File: src/rtl/rr_arb_pkg.sv
// Shared constants and types for the 32-way round-robin arbiter.
// Used by rr_pick32 and rr_arbiter32.
package rr_arb_pkg;

  localparam int N_REQ = 32;
  localparam int IDX_W = 5;
  localparam int CNT_W = 8;

  typedef enum logic {
    IDLE,
    GRANT
  } arb_state_e;

endpackage

File: src/rtl/rr_pick32.sv
// Combinational round-robin pick: first set request at or above ptr, wrapping 31->0.
// Rotates so ptr lands on bit 0, finds the lowest set bit, then adds ptr back.
module rr_pick32
  import rr_arb_pkg::*;
(
  input  logic [N_REQ-1:0] req_i,
  input  logic [IDX_W-1:0] ptr_i,
  output logic             any_o,
  output logic [IDX_W-1:0] winner_o
);

  logic [2*N_REQ-1:0] doubled;
  logic [N_REQ-1:0]   rotated;
  logic [IDX_W-1:0]   offset;

  assign doubled = {req_i, req_i};
  assign rotated = doubled[ptr_i +: N_REQ];

  // Scanning downward leaves the lowest set bit as the final assignment.
  always_comb begin
    offset = '0;
    for (int i = N_REQ - 1; i >= 0; i--) begin
      if (rotated[i]) offset = IDX_W'(i);
    end
  end

  assign any_o    = |req_i;
  assign winner_o = offset + ptr_i;

endmodule

File: src/rtl/rr_arbiter32.sv
// Round-robin arbiter over 32 requesters with hold-until-release grants.
// Define RR_ARB_TIMEOUT_EN to build the hold counter and forced release after TIMEOUT cycles.
module rr_arbiter32
  import rr_arb_pkg::*;
#(
  parameter int unsigned TIMEOUT = 255
) (
  input  logic             clk_i,
  input  logic             rst_i,
  input  logic [N_REQ-1:0] req_i,
  input  logic             release_i,
  output logic             grant_valid_o,
  output logic [IDX_W-1:0] grant_idx_o,
  output logic             timeout_o
);

  if (TIMEOUT < 1 || TIMEOUT > 255) begin : gBadTimeout
    $error("rr_arbiter32: TIMEOUT must be in 1..255");
  end

  arb_state_e       state_q;
  logic [IDX_W-1:0] ptr_q;
  logic [IDX_W-1:0] grantIdx_q;
  logic             grantValid_q;
  logic [IDX_W-1:0] pickPtr;
  logic [IDX_W-1:0] winner;
  logic             anyReq;
  logic             forceRel;
  logic             doRelease;

`ifdef RR_ARB_TIMEOUT_EN
  logic [CNT_W-1:0] cnt_q;
  logic             timeout_q;
`endif

  // On release the next pick searches from just past the owner in the same edge.
  always_comb begin
    forceRel = 1'b0;
`ifdef RR_ARB_TIMEOUT_EN
    forceRel = (state_q == GRANT) && !release_i && (cnt_q == CNT_W'(TIMEOUT - 1));
`endif
    doRelease = (state_q == GRANT) && (release_i || forceRel);
    pickPtr   = doRelease ? (grantIdx_q + IDX_W'(1)) : ptr_q;
  end

  rr_pick32 uPick (
    .req_i   (req_i),
    .ptr_i   (pickPtr),
    .any_o   (anyReq),
    .winner_o(winner)
  );

  always_ff @(posedge clk_i) begin
    if (rst_i) begin
      state_q      <= IDLE;
      ptr_q        <= '0;
      grantValid_q <= 1'b0;
      grantIdx_q   <= '0;
    end else begin
      case (state_q)
        IDLE: begin
          if (anyReq) begin
            grantIdx_q   <= winner;
            grantValid_q <= 1'b1;
            state_q      <= GRANT;
          end
        end
        GRANT: begin
          if (doRelease) begin
            ptr_q <= pickPtr;
            if (anyReq) begin
              grantIdx_q <= winner;
            end else begin
              grantValid_q <= 1'b0;
              state_q      <= IDLE;
            end
          end
        end
        default: state_q <= IDLE;
      endcase
    end
  end

`ifdef RR_ARB_TIMEOUT_EN
  // Counter restarts on each new grant; timeout pulses alongside the forced handover.
  always_ff @(posedge clk_i) begin
    if (rst_i) begin
      cnt_q     <= '0;
      timeout_q <= 1'b0;
    end else begin
      timeout_q <= forceRel;
      if (state_q == IDLE || doRelease) cnt_q <= '0;
      else cnt_q <= cnt_q + CNT_W'(1);
    end
  end

  assign timeout_o = timeout_q;
`else
  assign timeout_o = 1'b0;
`endif

  assign grant_valid_o = grantValid_q;
  assign grant_idx_o   = grantIdx_q;

endmodule

File: config.mk
export PLATFORM = sky130hd
export DESIGN_NAME = rr_arbiter32
export DESIGN_NICKNAME = d
export VERILOG_FILES = /design/src/rtl/rr_arb_pkg.sv /design/src/rtl/rr_pick32.sv /design/src/rtl/rr_arbiter32.sv
export SDC_FILE = /design/constraint.sdc
export NUM_CORES = 1
export LEC_CHECK = 0
export ABC_AREA = 1
export CORE_MARGIN = 4
export CORE_UTILIZATION = 45
export DETAILED_ROUTE_END_ITERATION = 8
export PLACE_DENSITY = 0.74
export SYNTH_ARGS = -nofsm -noshare
export SYNTH_HDL_FRONTEND = slang
export SYNTH_SLANG_ARGS = --single-unit
export TNS_END_PERCENT = 1
File: constraint.sdc
create_clock -name clk_i -period 6.97 [get_ports clk_i]
set_input_delay 1.394 -clock clk_i [delete_from_list [all_inputs] [get_ports clk_i]]
set_output_delay 1.394 -clock clk_i [all_outputs]
set_load 0.05 [all_outputs]
==> insert_results.sql, run 1 <==
INSERT INTO impl_metrics (metric_group, metric, value, unit) VALUES
('status', 'outcome', 'complete, no violations', ''),
('worst_setup_path', 'cp_max_delay_cell', 'clkdlybuf4s50_1', ''),
('routing', 'antenna_left', '0', ''),
('global_route', 'globalRouteOverflowTotal', '0', ''),
('pwr', 'design_power_total', '0.837', 'mW'),
('cells_and_area', 'n_fill_cell', '773', ''),
('routing', 'detail_route.iter0.violations', '380', ''),
('die', 'core_area', '6940', 'sq um'),
('cells_and_area', 'ff_latch_area', '240', 'sq um'),
('routing', 'drc_viols', '0', ''),
('synth', 'postSynthRegisterBits', '12', ''),
('clocking', 'post_cts.repair.setup_buffers', '0', ''),
('clocking', 'clock-root-buffer', 'clkbuf_8', ''),
('clocking', 'insertion_delay', '0.24', 'ns'),
('die', 'boundaryPins', '42', ''),
('cells_and_area', 'area.growth.synth_to_final', '12.3', '%'),
('clocking', 'postCtsResizedCells', '0', ''),
('die', 'die_area', '8740', 'sq um'),
('synth', 'seq_area_frac_synth', '7.31', '%'),
('sta', 'layout_worst_path_cycle_share', '89.7', '%'),
('worst_setup_path', 'path_class', 'input port to register', ''),
('clocking', 'worst_setup_hold_path_clk_slew', '0.05', 'ns'),
('sta', 'final_period_minus_worst_setup_slack', '6.25', 'ns'),
('die', 'initial_utilization', '47.4', '%'),
('routing', 'vias', '4256', ''),
('routing', 'dr.pass1.iters', '7', ''),
('worst_setup_path', 'critical_path.endpoint_type', 'register', ''),
('global_route', 'globalRouteTotalUtil', '25.5', '%'),
('worst_setup_path', 'cp.arrival', '6.36', 'ns'),
('cells_and_area', 'multiInputGateArea', '2520', 'sq um'),
('worst_setup_path', 'critical-path-top-cell-by-count', 'nand2_1', ''),
('sta', 'maxClockFrequency', '0.160', 'GHz'),
('sta', 'worst_relative_slew_slack', '41.1', '%'),
('routing', 'via_per_inst', '5.51', ''),
('pwr', 'vdd.ir_drop.worst', '0.200', 'mV'),
('worst_setup_path', 'timing.critical_path.from_type', 'input port', ''),
('sta', 'tightest_slew', '0.883', 'ns'),
('global_route', 'first_global_vias', '3931', ''),
('global_route', 'grt_first_pass_wirelength', '18.2', 'mm'),
('synth', 'postSynthCellCount', '660', ''),
('synth', 'synth.cell_area', '3290', 'sq um'),
('cells_and_area', 'drive_above_1_share', '3.55', '%'),
('cells_and_area', 'final_nets', '719', ''),
('worst_setup_path', 'crit_path_max_fo', '35', ''),
('global_route', 'grt_antenna_before_repair', '0', ''),
('worst_setup_path', 'required', '7.07', 'ns'),
('die', 'die_w', '93.5', 'um'),
('placed_design', 'port_buffers', '40', ''),
('worst_setup_path', 'critPathMaxStageDelay', '0.58', 'ns'),
('pwr', 'cellPowerDensity', '227', 'nW/um^2'),
('synth', 'net_count_after_synthesis', '701', ''),
('sta', 'totalNegativeSetupSlack', '0', 'ns'),
('sta', 'rsz0062_at_grt', 'no', ''),
('global_route', 'grt_max_degree', '56', ''),
('sta', 'final-max-slew-violation-count', '0', ''),
('clocking', 'htree_levels', '1', ''),
('synth', 'synth_cell_type_count', '38', ''),
('sta', 'final-setup-viol-count', '0', ''),
('cells_and_area', 'n_antenna_cell', '0', ''),
('die', 'row_count', '30', ''),
('clocking', 'tritoncts', 'built', ''),
('die', 'die_y', '93.5', 'um'),
('clocking', 'clockBufferDepth', '2', ''),
('placed_design', 'post-dp-hpwl', '8.72', 'mm'),
('sta', 'skew', '0.00217', 'ns'),
('hold_path', 'hold_path.class', 'register to register', ''),
('synth', 'ys.warnings.count', '0', ''),
('synth', 'syn_avg_cell_area', '4.98', 'sq um'),
('placed_design', 'globalplace.congestion', '1.08', ''),
('routing', 'detail_route.wl_per_cell', '14.1', 'um'),
('clocking', 'clkSinkCount', '12', ''),
('clocking', 'cts-buffers-inserted', '3', ''),
('pwr', 'p_leak', '1.94', 'nW'),
('clocking', 'cts_hold_repair.buffers', '0', ''),
('flow_run', 'drv.max_cap_violation_count', '0', ''),
('routing', 'postRouteWirelength', '10.9', 'mm'),
('sta', 'hold_violations', '0', '');
[sequential cells by signal (all words and copies together) (netlist names)]
| signal | cells |
|---|---|
| grant_idx_o | 5 |
| ptr_q | 5 |
| grant_valid_o | 1 |
| state_q | 1 |
[cell usage in the layout, fill, tap and decap left out, types with 5 or more instances in the layout]
cell | synthesis | routed
clkdlybuf4s50_1 | 0 | 40
nor4_1 | 10 | 10
o21ai_2 | 2 | 5
buf_4 | 6 | 5
ha_1 | 5 | 5
o21ai_1 | 24 | 22
inv_1 | 82 | 82
a21oi_1 | 13 | 13
nand2_1 | 243 | 243
nor2_1 | 23 | 23
o21ai_0 | 40 | 39
dfxtp_1 | 12 | 12
o21a_1 | 5 | 5
nand3_1 | 124 | 124
[stage by stage]
step	cells	worst slack, ns	instance area, sq um	utilization (%)	hold WS, ns
final	773	0.717	3690	53.2	0.573
after global routing	773	0.0138	3690	53.2	0.609
after CTS	773	0.766	3690	53.2	0.575
after detailed placement	769	0.520	3640	52.4	0.550
after global placement	769	0.632	3640	52.4	0.563
after floorplan	660	1.99	3290	-	0.531
[final timing paths]
check                                                  from                          end  slack [ns]  depth (start not counted)
worst min-delay path             grant_valid_o$_SDFFE_PP0P_   grant_valid_o$_SDFFE_PP0P_        0.57                          2
worst max-delay path                              release_i  grant_idx_o[4]$_SDFFE_PP0P_        0.72                         43
worst max register to register  grant_idx_o[0]$_SDFFE_PP0P_  grant_idx_o[4]$_SDFFE_PP0P_        1.96                         41
worst min register to register   grant_valid_o$_SDFFE_PP0P_   grant_valid_o$_SDFFE_PP0P_        0.57                          2
[cell type report]
class / instances / share of cell area [%]
tap: 96 / 3.25
multi-input combinational: 531 / 68.2
inverter: 85 / 8.64
clock buffer: 4 / 1.49
timing repair buffer: 45 / 11.9
sequential: 12 / 6.51
[cell families after synthesis]
family	share of synthesized area, %
compound gates	15.1
fa+ha+maj	2.51
other cells	0.114
mux	0.609
xor+xnor	1.60
flops	7.31
buf+inv	16.4
simple gates	56.3
[cells in the mapped netlist, drive strengths merged]
library cell    n  share of area [%]
o311ai          1               0.27
o21ai          66                 10
o211ai          1               0.23
buf            30                6.5
ha              5                1.9
a211oi          1               0.23
nand4           2               0.38
inv            85                9.7
fa              1               0.61
nand3b          4               0.91
a21boi          1               0.23
dfxtp          12                7.3
nand2         248                 29
xor2            3               0.80
conb            1               0.11
or2             2               0.38
xnor2           3               0.80
nor4           10                1.9
nand3         125                 19
nor2           23                2.6
nor3            3               0.46
mux2i           2               0.61
and2            7                1.3
o21a            5                1.1
clkbuf          2               0.23
a21oi          13                2.0
a31oi           4               0.76
[routing by layer]
| layer | vias to the layer above | part of all wire (%) | global-route usage [%] |
|---|---|---|---|
| li1 | 2170 | - | - |
| met1 | 1897 | 43 | 32.5 |
| met5 | - | 0 | 0 |
| met2 | 164 | 48 | 46.5 |
| met3 | 25 | 6.1 | 1.13 |
| met4 | 0 | 2.6 | 6.84 |
[report_power, final]
group / internal (mW) / total (mW) / leakage, nW / switching, mW
logic: 0.220 / 0.673 / 1.82 / 0.452
registers: 0.0780 / 0.0889 / 0.0993 / 0.0110
clock network: 0.0499 / 0.0755 / 0.0288 / 0.0256
[worst max-delay path, delay by kind of cell]
family	cells	cell delay [ns]
AOI/OAI and AO/OA	7	1.18
xor gates and xnor gates	2	0.31
adders and majority gates	2	0.65
buffers and inverters	1	0.58
and+or+nand+nor	31	2.24
No activity file was read; power rests on OpenSTA's default activity.
==> run 2, diff against run 1 <==
--- a/config.mk
+++ b/config.mk
@@ -10,6 +10,7 @@
 export CORE_UTILIZATION = 45
 export DETAILED_ROUTE_END_ITERATION = 8
 export PLACE_DENSITY = 0.74
+export SKIP_LAST_GASP = 1
 export SYNTH_ARGS = -nofsm -noshare
 export SYNTH_HDL_FRONTEND = slang
 export SYNTH_SLANG_ARGS = --single-unit
==> results of run 2 <==
The final DEF is identical to that of run 1; final timing and power are the same.
